$ cat src/rtl/song_player.sv
// rtl/song_player.sv - 14-note melody player driving a square-wave buzzer and lantern note code
//
// Steps through a fixed melody ROM and toggles beep at the pitch of each
// note. Each note sounds for its duration minus a short silent gap at the
// end. Playback can be paused with play_en, rewound with restart, and loops
// indefinitely.
//
// Ports:
//   clk        system clock
//   rst_n      asynchronous active-low reset
//   play_en    level: 1 = play/advance, 0 = pause (state frozen, outputs silent)
//   restart    single-cycle pulse: rewind to entry 0 (priority over play_en)
//   beep       buzzer square wave
//   spec_flag  note (1..7) currently sounding, 0 when silent
//   note_idx   current ROM index 0..13
//   song_done  one-cycle pulse when entry 13 completes and playback wraps to 0
module song_player #(
    parameter int CLK_FREQ = 50_000_000,
    parameter int BEAT_CYC = 12_500_000,
    parameter int GAP_CYC  = 1_250_000
) (
    input  logic       clk,
    input  logic       rst_n,
    input  logic       play_en,
    input  logic       restart,
    output logic       beep,
    output logic [2:0] spec_flag,
    output logic [3:0] note_idx,
    output logic       song_done
);

    // The lowest note has the longest half-period; never narrower than 17 bits.
    localparam int HALF_MAX = CLK_FREQ / (2 * 262);
    localparam int TW_CALC  = $clog2(HALF_MAX + 1);
    localparam int TW       = (TW_CALC > 17) ? TW_CALC : 17;
    localparam int NW       = $clog2(4 * BEAT_CYC + 1);
    localparam logic [3:0] LAST_IDX = 4'd13;

    typedef enum logic [1:0] {IDLE, TONE, GAP} state_t;

    // Entry = {note[2:0], beats[1:0]}; duration is (beats+1) beats.
    function automatic logic [4:0] rom(input logic [3:0] idx);
        case (idx)
            4'd0, 4'd1:   rom = {3'd1, 2'd0};
            4'd2, 4'd3:   rom = {3'd5, 2'd0};
            4'd4, 4'd5:   rom = {3'd6, 2'd0};
            4'd6:         rom = {3'd5, 2'd1};
            4'd7, 4'd8:   rom = {3'd4, 2'd0};
            4'd9, 4'd10:  rom = {3'd3, 2'd0};
            4'd11, 4'd12: rom = {3'd2, 2'd0};
            4'd13:        rom = {3'd1, 2'd1};
            default:      rom = 5'd0;
        endcase
    endfunction

    function automatic logic [TW-1:0] half_of(input logic [2:0] note);
        case (note)
            3'd1:    half_of = TW'(CLK_FREQ / (2 * 262));
            3'd2:    half_of = TW'(CLK_FREQ / (2 * 294));
            3'd3:    half_of = TW'(CLK_FREQ / (2 * 330));
            3'd4:    half_of = TW'(CLK_FREQ / (2 * 349));
            3'd5:    half_of = TW'(CLK_FREQ / (2 * 392));
            3'd6:    half_of = TW'(CLK_FREQ / (2 * 440));
            3'd7:    half_of = TW'(CLK_FREQ / (2 * 494));
            default: half_of = TW'(1);
        endcase
    endfunction

    state_t        state_q, state_d;
    logic [3:0]    idx_d;
    logic [NW-1:0] note_cnt, cnt_d;
    logic [TW-1:0] tone_cnt, tone_d;
    logic          phase, phase_d;   // beep phase, kept while outputs are muted
    logic          hold, hold_d;     // first play edge after a restart shows note 0 without counting
    logic          beep_d, done_d;
    logic [2:0]    spec_d;

    logic [4:0]    cur_entry;
    logic [2:0]    cur_note;
    logic [3:0]    nxt_idx;
    logic [2:0]    nxt_note;
    logic [TW-1:0] half_m1;
    logic [NW-1:0] tone_end, gap_end;
    logic [4:0]    nxt_entry;

    always_comb begin
        cur_entry = rom(note_idx);
        cur_note  = cur_entry[4:2];
        nxt_idx   = (note_idx == LAST_IDX) ? 4'd0 : note_idx + 4'd1;
        nxt_entry = rom(nxt_idx);
        nxt_note  = nxt_entry[4:2];
        half_m1   = half_of(cur_note) - TW'(1);
        // Last counted cycle of the sounding part, and last cycle of the note.
        tone_end  = NW'((int'(cur_entry[1:0]) + 1) * BEAT_CYC - GAP_CYC - 1);
        gap_end   = NW'((int'(cur_entry[1:0]) + 1) * BEAT_CYC - 1);
    end

    always_comb begin
        state_d = state_q;
        idx_d   = note_idx;
        cnt_d   = note_cnt;
        tone_d  = tone_cnt;
        phase_d = phase;
        hold_d  = hold;
        beep_d  = 1'b0;
        spec_d  = 3'd0;
        done_d  = 1'b0;

        if (restart) begin
            idx_d   = 4'd0;
            cnt_d   = '0;
            tone_d  = '0;
            phase_d = 1'b0;
            hold_d  = play_en;
            state_d = play_en ? TONE : IDLE;
        end else if (play_en) begin
            case (state_q)
                IDLE: begin
                    state_d = TONE;
                    cnt_d   = '0;
                    tone_d  = '0;
                    phase_d = 1'b0;
                    hold_d  = 1'b0;
                    spec_d  = cur_note;
                end
                TONE: begin
                    if (hold) begin
                        hold_d = 1'b0;
                        spec_d = cur_note;
                        beep_d = phase;
                    end else if (note_cnt == tone_end) begin
                        state_d = GAP;
                        cnt_d   = note_cnt + NW'(1);
                        tone_d  = '0;
                        phase_d = 1'b0;
                    end else begin
                        cnt_d  = note_cnt + NW'(1);
                        spec_d = cur_note;
                        if (cur_note != 3'd0) begin
                            if (tone_cnt == half_m1) begin
                                tone_d  = '0;
                                phase_d = ~phase;
                            end else begin
                                tone_d = tone_cnt + TW'(1);
                            end
                        end
                        beep_d = phase_d;
                    end
                end
                GAP: begin
                    if (note_cnt == gap_end) begin
                        state_d = TONE;
                        cnt_d   = '0;
                        tone_d  = '0;
                        phase_d = 1'b0;
                        idx_d   = nxt_idx;
                        done_d  = (note_idx == LAST_IDX);
                        spec_d  = nxt_note;
                    end else begin
                        cnt_d = note_cnt + NW'(1);
                    end
                end
                default: begin
                    state_d = IDLE;
                end
            endcase
        end
    end

    always_ff @(posedge clk or negedge rst_n) begin
        if (!rst_n) begin
            state_q   <= IDLE;
            note_idx  <= 4'd0;
            note_cnt  <= '0;
            tone_cnt  <= '0;
            phase     <= 1'b0;
            hold      <= 1'b0;
            beep      <= 1'b0;
            spec_flag <= 3'd0;
            song_done <= 1'b0;
        end else begin
            state_q   <= state_d;
            note_idx  <= idx_d;
            note_cnt  <= cnt_d;
            tone_cnt  <= tone_d;
            phase     <= phase_d;
            hold      <= hold_d;
            beep      <= beep_d;
            spec_flag <= spec_d;
            song_done <= done_d;
        end
    end

endmodule

$ cat config.mk
export PLATFORM = sky130hd
export DESIGN_NAME = song_player
export DESIGN_NICKNAME = d
export VERILOG_FILES = /design/src/rtl/song_player.sv
export SDC_FILE = /design/constraint.sdc
export NUM_CORES = 1
export LEC_CHECK = 0
export BUFFER_PORTS_ARGS = -buffer_cell sky130_fd_sc_hd__buf_4
export CORE_MARGIN = 10
export CORE_UTILIZATION = 25
export CTS_CLUSTER_SIZE = 24
export DETAILED_ROUTE_END_ITERATION = 16
export GPL_TIMING_DRIVEN = 0
export MAX_ROUTING_LAYER = met4
export PLACE_DENSITY = 0.47
export SETUP_SLACK_MARGIN = 0.3
export SLEW_MARGIN = 15
export SYNTH_ARGS = -nofsm -noshare
export SYNTH_HDL_FRONTEND = slang
export SYNTH_SLANG_ARGS = --single-unit
$ cat constraint.sdc
create_clock -name clk -period 4.27 [get_ports clk]
set_input_delay 0.854 -clock clk [delete_from_list [all_inputs] [get_ports clk]]
set_output_delay 0.854 -clock clk [all_outputs]
set_load 0.02 [all_outputs]
==> results.sh, run 1 <==
export IMPL_power_per_cell_area_nw_per_um2=276
export IMPL_timing_worst_slew_pin_value_ns=0.990
export IMPL_worst_skew_pair_late_latency_ns=0.31
export IMPL_drc_errors=0
export IMPL_hpwl_mm=8.98
export IMPL_clock_tree_htree_level_count=2
export IMPL_clk_transition_reported_paths_ns=0.08
export IMPL_core_area_um2=16600
export IMPL_pwr_share_clk_pct=36.0
export IMPL_dieArea_um2=22600
export IMPL_critical_path_max_stage_delay_ns=0.39
export IMPL_dominant_register_cell_in_the_synthesized_netlist="dfrtp_1"
export IMPL_sequential_fraction_of_the_synthesis_area_pct=32.9
export IMPL_design_area_um2=4900
export IMPL_worst_path_dominant_cell_family="compound AO/OA/AOI/OAI gates"
export IMPL_finalHoldViolCount=0
export IMPL_path_buf_inv=4
export IMPL_clock_fmax_ghz=0.273
export IMPL_number_of_diodes_added_for_antenna_fixing=0
export IMPL_irDropWorstVdd_mv=0.149
export IMPL_cell_total_after_placement=758
export IMPL_hold_path_cell_count=1
export IMPL_finalWeightedCongestion=0.880
export IMPL_met3_wirelength_um=449
export IMPL_comb_power_share_pct=21.7
export IMPL_critPathArrivalTime_ns=3.81
export IMPL_dr_total_vias=4071
export IMPL_reg2reg_setup_slack_ns=0.61
export IMPL_final_seq_area_um2=1400
export IMPL_area_growth_syn_to_layout_pct=15.2
export IMPL_yosysWarningCount=0
export IMPL_power_total_mw=1.35
export IMPL_gr_usage_all_layers_pct=11.6
export IMPL_cts_root_buffer="clkbuf_16"
export IMPL_chipHeight_um=150
export IMPL_p_int_mw=0.924
export IMPL_num_nets_final=565
export IMPL_worstSetupStartpoint="note_idx[1]"
export IMPL_grt_start_max_net_pins=57
export IMPL_crit_fanout=10
export IMPL_worst_setup_path_endpoint="tone_cnt[13]"
export IMPL_rsz0062_at_grt="no"
export IMPL_critical_path_depth=16
export IMPL_power_leakage_nw=1.81
export IMPL_sequentialPowerShare_pct=42.3
export IMPL_global_route_overflow_total=0
export IMPL_ordered_cell_list_for_the_critical_path="clkbuf_4, inv_1, ha_1, clkbuf_2, and2_2, o21ai_1, a21oi_4, ha_4, a21oi_2, a32o_1, a2bb2oi_1, a2111oi_4, buf_4, nor3_1, a221oi_1, o41ai_1"
export IMPL_die_width_um=150
export IMPL_tritoncts_clock_tree="built"
export IMPL_detail_route_iter0_violations=290
export IMPL_routed_via_density=5.29
export IMPL_fin_crit_sh_pct=85.7
export IMPL_drv_cap=0
export IMPL_synthCells=526
export IMPL_reg2reg_depth=16
export IMPL_wl_met1_mm=5.91
export IMPL_postRouteWirelength_mm=12.4
export IMPL_antenna_violations_before_repair=0
export IMPL_worst_hold_margin_ns=0.538
export IMPL_startpoint_type="register"
export IMPL_path_class="reg2reg"
export IMPL_netlist_cell_type_count=76
export IMPL_floorplan_io_pins=13
export IMPL_detail_route_antenna_nets=0
export IMPL_setup_viol=0
export IMPL_cts_num_sinks=56
export IMPL_final_instance_count_excl_fill=769
export IMPL_starting_density_of_the_core_pct=25.6
export IMPL_critical_path_reg2reg_endpoint="tone_cnt[13]"
export IMPL_final_max_slew_viols=0
export IMPL_buffer_ports_inserted=12
export IMPL_layout_filler_cells=1793
export IMPL_power_share_switching_pct=31.7
export IMPL_route_top_layer_used="met4"
export IMPL_critPathCaptureType="register"
export IMPL_p_sw_mw=0.429
export IMPL_period_minus_slack_ns=3.66
export IMPL_syn_nets=543
export IMPL_synth_avg_cell_area_um2=8.09
export IMPL_outcome="finished clean"
export IMPL_async_reset_ff_share_pct=100
export IMPL_syn_cell_area_um2=4260
export IMPL_drt_first_pass_iters=5
export IMPL_cts_root_to_sink_buffers=2
export IMPL_crit_required_ns=4.42
export IMPL_ys_seq_elements=56
export IMPL_dpl_instance_area_um2=4620
export IMPL_route_met2_wl_mm=5.92
export IMPL_wire_length_of_the_first_global_routing_pass_mm=20.7
export IMPL_fin_skew_ns=0.00944
export IMPL_max_slew_margin_rel_pct=33.3
export IMPL_number_of_placement_rows=47
export IMPL_cts_made_buffers=5
export IMPL_rr_startpoint="note_idx[1]"
export IMPL_post_drt_wl_per_cell_um=16.2
export IMPL_number_of_global_route_vias_before_repair=3952
export IMPL_multiInputGateArea_um2=2750
export IMPL_synth_top_cell_area_share_pct=32.9
export IMPL_min_delay_path_class="reg2reg"
export IMPL_timing_critical_path_slowest_stage_cell="dfrtp_1"
export IMPL_yosys_top_cell_by_area="dfrtp_1"
export IMPL_post_synth_main_area_contributors="dfrtp_1, nor2_1, o21ai_0"
export IMPL_layout_cells_sized_above_1_pct=11.3
export IMPL_synth_edf_count=0
==> power groups by stage <==
stage / Combinational, mW / Sequential, mW / Clock (mW)
finish: 0.293 / 0.573 / 0.487
CTS: 0.296 / 0.572 / 0.509
detailed placement: 0.291 / 0.583 / 0
floorplan: 0.205 / 0.576 / 0
global placement: 0.288 / 0.582 / 0
global route: 0.333 / 0.575 / 0.525
==> repair_timing <==
item                                    in CTS  in global routing
gates resized for setup                     11                 18
hold buffers                                 0                  0
buffers inserted                             2                  1
pin swaps                                    2                  2
endpoints found under the setup margin      19                 24
==> logic make-up after synthesis <==
group,after synthesis,share of synthesized area [%]
flops,56,32.9
simple gates,237,28.9
mux,9,2.18
buf+inv,45,4.44
fa+ha+maj,13,3.82
compound gates,146,23.6
xor+xnor,20,4.12
==> per-stage QoR <==
stage | setup TNS, ns | utilization [%] | worst slack, ns
after global placement | -7.71 | 27.8 | -0.504
final | 0 | 29.5 | 0.611
after global routing | 0 | 29.5 | 0.260
after detailed placement | -6.63 | 27.8 | -0.447
after CTS | 0 | 29.1 | 0.305
after floorplan | 0 | - | 0.469
==> layer usage <==
metal / up-vias / GRT usage [%]
met5: - / -
met4: 0 / 3.94
met3: 13 / 2.01
met2: 83 / 18.3
met1: 1989 / 14.7
li1: 1986 / -
==> cell usage in the layout, fill, tap and decap left out, types with 13 or more instances in the layout <==
| master | instances |
|---|---|
| nand2_1 | 51 |
| nor2_1 | 63 |
| inv_1 | 19 |
| nand3_1 | 23 |
| a21oi_1 | 24 |
| xnor2_1 | 15 |
| nor3_1 | 13 |
| dfrtp_1 | 55 |
| buf_4 | 17 |
| o21ai_0 | 43 |
==> how the worst min path moves through the flow <==
stage,slack (ns),from,endpoint
final,0.54,note_cnt[25],note_cnt[25]
after floorplan,0.45,note_cnt[25],note_cnt[25]
after detailed placement,0.53,note_cnt[18],note_cnt[18]
after CTS,0.54,note_cnt[25],note_cnt[25]
after global routing,0.56,note_cnt[25],note_cnt[25]
after global placement,0.51,phase,phase
==> Yosys cell counts (3+ instances only) <==
cell	number
nand2_1	51
and3_1	7
clkbuf_1	15
nand4b_1	6
a31oi_1	7
nand3b_1	4
o21ai_0	46
nor2_1	64
nor4_1	7
nand3_1	23
and2_1	3
a21oi_1	26
xor2_1	4
inv_1	19
a211o_1	3
xnor2_1	16
and4_1	4
or2_2	3
nor3b_1	7
nor3_1	14
nor2b_1	10
dfrtp_1	56
a221oi_1	4
nand4_1	10
o31ai_1	12
o41ai_1	10
ha_1	13
buf_2	7
nand2b_1	7
mux2i_1	7
or3_1	6
==> state kept, by name, indices dropped and copies added (netlist names) <==
| register | cells |
|---|---|
| beep | 1 |
| hold | 1 |
| note_cnt | 26 |
| note_idx | 4 |
| phase | 1 |
| song_done | 1 |
| spec_flag | 3 |
| state_q | 2 |
| tone_cnt | 17 |
==> final cells by class <==
cell class,instances,share of cell area [%]
clock buffer,6,2.63
tap,220,5.61
inverter,20,1.53
timing repair buffer,15,2.30
multi-input combinational,425,56.1
clock inverter,2,0.714
sequential,56,28.6
buffer,25,2.53
Note: power is estimated with default switching activity, not from simulation.
==> run 2: changes to the inputs <==
Settings changed: BUFFER_PORTS_ARGS -buffer_cell sky130_fd_sc_hd__buf_4 to not set, DONT_BUFFER_PORTS set to 1, PLACE_DENSITY 0.47 to 0.46.
==> run 2 against run 1 <==
Effect of this change: die area is the same; via count shrank 0.74%; register-to-register slack lost 0.04 ns; hold slack lost 0.31 ns; critical path depth grew 3; count of clock-buffer cells in the layout is the same; clock power shrank 6.8%; non-clock buffer count shrank 12; final cell count shrank 1.6%; setup slack lost 0.037 ns.
==> results.sh, run 2 (same netlist as run 1, synthesis figures left out) <==
export IMPL_clock_tree_htree_level_count=2
export IMPL_comb_power_share_pct=21.1
export IMPL_dr_total_vias=4041
export IMPL_wire_length_of_the_first_global_routing_pass_mm=20.3
export IMPL_period_minus_slack_ns=3.70
export IMPL_drt_first_pass_iters=5
export IMPL_grt_start_max_net_pins=57
export IMPL_drv_cap=0
export IMPL_post_drt_wl_per_cell_um=16.2
export IMPL_timing_worst_slew_pin_value_ns=0.884
export IMPL_number_of_diodes_added_for_antenna_fixing=0
export IMPL_layout_cells_sized_above_1_pct=9.87
export IMPL_fin_crit_sh_pct=86.5
export IMPL_cts_made_buffers=5
export IMPL_finalWeightedCongestion=0.865
export IMPL_cts_root_buffer="clkbuf_16"
export IMPL_area_growth_syn_to_layout_pct=13.0
export IMPL_crit_required_ns=4.47
export IMPL_max_ffs_per_register=26
export IMPL_power_share_switching_pct=32.7
export IMPL_tritoncts_clock_tree="built"
export IMPL_worst_slack_ns=0.574
export IMPL_setup_viol=0
export IMPL_min_delay_path_class="in2async"
export IMPL_cts_num_sinks=56
export IMPL_postCtsHoldBufs=0
export IMPL_cts_root_to_sink_buffers=2
export IMPL_p_int_mw=0.878
export IMPL_num_nets_final=553
export IMPL_number_of_global_route_vias_before_repair=3826
export IMPL_gr_usage_all_layers_pct=11.3
export IMPL_outcome="finished clean"
export IMPL_rsz0062_at_grt="no"
export IMPL_drc_errors=0
export IMPL_chipHeight_um=150
export IMPL_global_route_overflow_total=0
export IMPL_most_common_layout_cells="nor2_1, dfrtp_1, nand2_1"
export IMPL_finalHoldViolCount=0
export IMPL_die_width_um=150
export IMPL_post_place_ws_ns=-0.517
export IMPL_critPathCaptureType="register"
export IMPL_floorplan_io_pins=13
export IMPL_top_regs="note_cnt (26), tone_cnt (17), note_idx (4)"
export IMPL_final_max_slew_viols=0
export IMPL_path_class="reg2reg"
export IMPL_final_core_util_pct=28.9
export IMPL_largest_register="note_cnt"
export IMPL_startpoint_type="register"
export IMPL_final_common_cell="nor2_1"
export IMPL_antenna_violations_before_repair=0
export IMPL_max_slew_margin_rel_pct=40.5
export IMPL_dieArea_um2=22600
export IMPL_detail_route_antenna_nets=0
export IMPL_detail_route_iter0_violations=344
export IMPL_final_setup_tns_ns=0
export IMPL_hpwl_mm=8.82
export IMPL_critPathArrivalTime_ns=3.89
export IMPL_starting_density_of_the_core_pct=25.6
export IMPL_routed_via_density=5.34
export IMPL_number_of_placement_rows=47
export IMPL_clock_fmax_ghz=0.271
export IMPL_power_per_cell_area_nw_per_um2=271
export IMPL_fin_skew_ns=0.0108
export IMPL_worst_skew_pair_late_latency_ns=0.31
export IMPL_buffer_ports_inserted=0
export IMPL_crit_fanout=10
export IMPL_sequentialPowerShare_pct=44.0
export IMPL_irDropWorstVdd_mv=0.194
export IMPL_postRouteWirelength_mm=12.3
export IMPL_pwr_share_clk_pct=34.8
export IMPL_core_area_um2=16600
export IMPL_p_sw_mw=0.426
export IMPL_clk_transition_reported_paths_ns=0.08
export IMPL_power_leakage_nw=1.73
export IMPL_worst_hold_margin_ns=0.226
run 2: final timing paths:
check / slack [ns] / cells after the start / start / to
setup / recovery: 0.57 / 19 / note_idx[1] / tone_cnt[6]
hold / removal: 0.23 / 0 / rst_n / note_idx[1]
setup reg to reg: 0.57 / 19 / note_idx[1] / tone_cnt[6]
hold reg to reg: 0.53 / 1 / note_cnt[25] / note_cnt[25]
max in group asynchronous: 3.93 / 0 / rst_n / note_cnt[1]
min in group clk: 0.53 / 1 / note_cnt[25] / note_cnt[25]
run 2: area by class of cell:
| type | count | area, um^2 |
|---|---|---|
| fillers | 1776 | 11800 |
| multi-input cells | 425 | 2760 |
| flip-flops and latches | 56 | 1400 |
| well taps | 220 | 275 |
| clock buffers | 6 | 139 |
| plain buffers | 25 | 124 |
| inverters | 20 | 75.1 |
| repair buffers | 3 | 22.5 |
| clock inverters | 2 | 15.0 |
run 2: critical path, cell delays in order, from the launching register on:
cell and delay [ns]:
dfrtp_2 0.47, clkbuf_4 0.23, inv_1 0.10, ha_1 0.19
clkbuf_2 0.18, and2_2 0.27, nor3_4 0.28, nor2_4 0.11
o21ai_2 0.20, ha_4 0.19, xnor2_1 0.20, nand2_1 0.09
nor2_1 0.09, o21ai_0 0.10, a21oi_1 0.17, nand4_1 0.09
buf_4 0.19, o22ai_4 0.17, buf_4 0.22, nor2_1 0.06
run 2: layer usage:
layer	wire [um]	vias to the layer above	track usage [%]	part of all wire [%]
met3	494	21	2.19	4.0
met4	248	0	3.94	2.0
met1	5960	1960	15.1	48
li1	-	1960	-	-
met2	5600	100	16.8	45
met5	0	-	-	0
run 2: repair_timing:
action / in CTS / in global routing
buffers inserted: 2 / 1
pin swaps: 2 / 1
endpoints found under the setup margin: 21 / 19
resized for setup: 14 / 16
run 2: through the flow:
stage / total power, mW / instance area (um^2) / instances
6_report: 1.30 / 4810 / 757
5_1_grt: 1.37 / 4810 / 757
4_1_cts: 1.31 / 4740 / 756
3_5_place_dp: 0.855 / 4530 / 746
3_3_place_gp: 0.854 / 4530 / 746
2_1_floorplan: 0.781 / 4260 / 526
run 2: power groups by stage:
stage / Combinational [mW] / Clock (mW) / Sequential, mW
2_1_floorplan: 0.205 / 0 / 0.576
3_3_place_gp: 0.270 / 0 / 0.585
3_5_place_dp: 0.270 / 0 / 0.584
4_1_cts: 0.275 / 0.465 / 0.574
5_1_grt: 0.313 / 0.484 / 0.578
6_report: 0.275 / 0.454 / 0.574
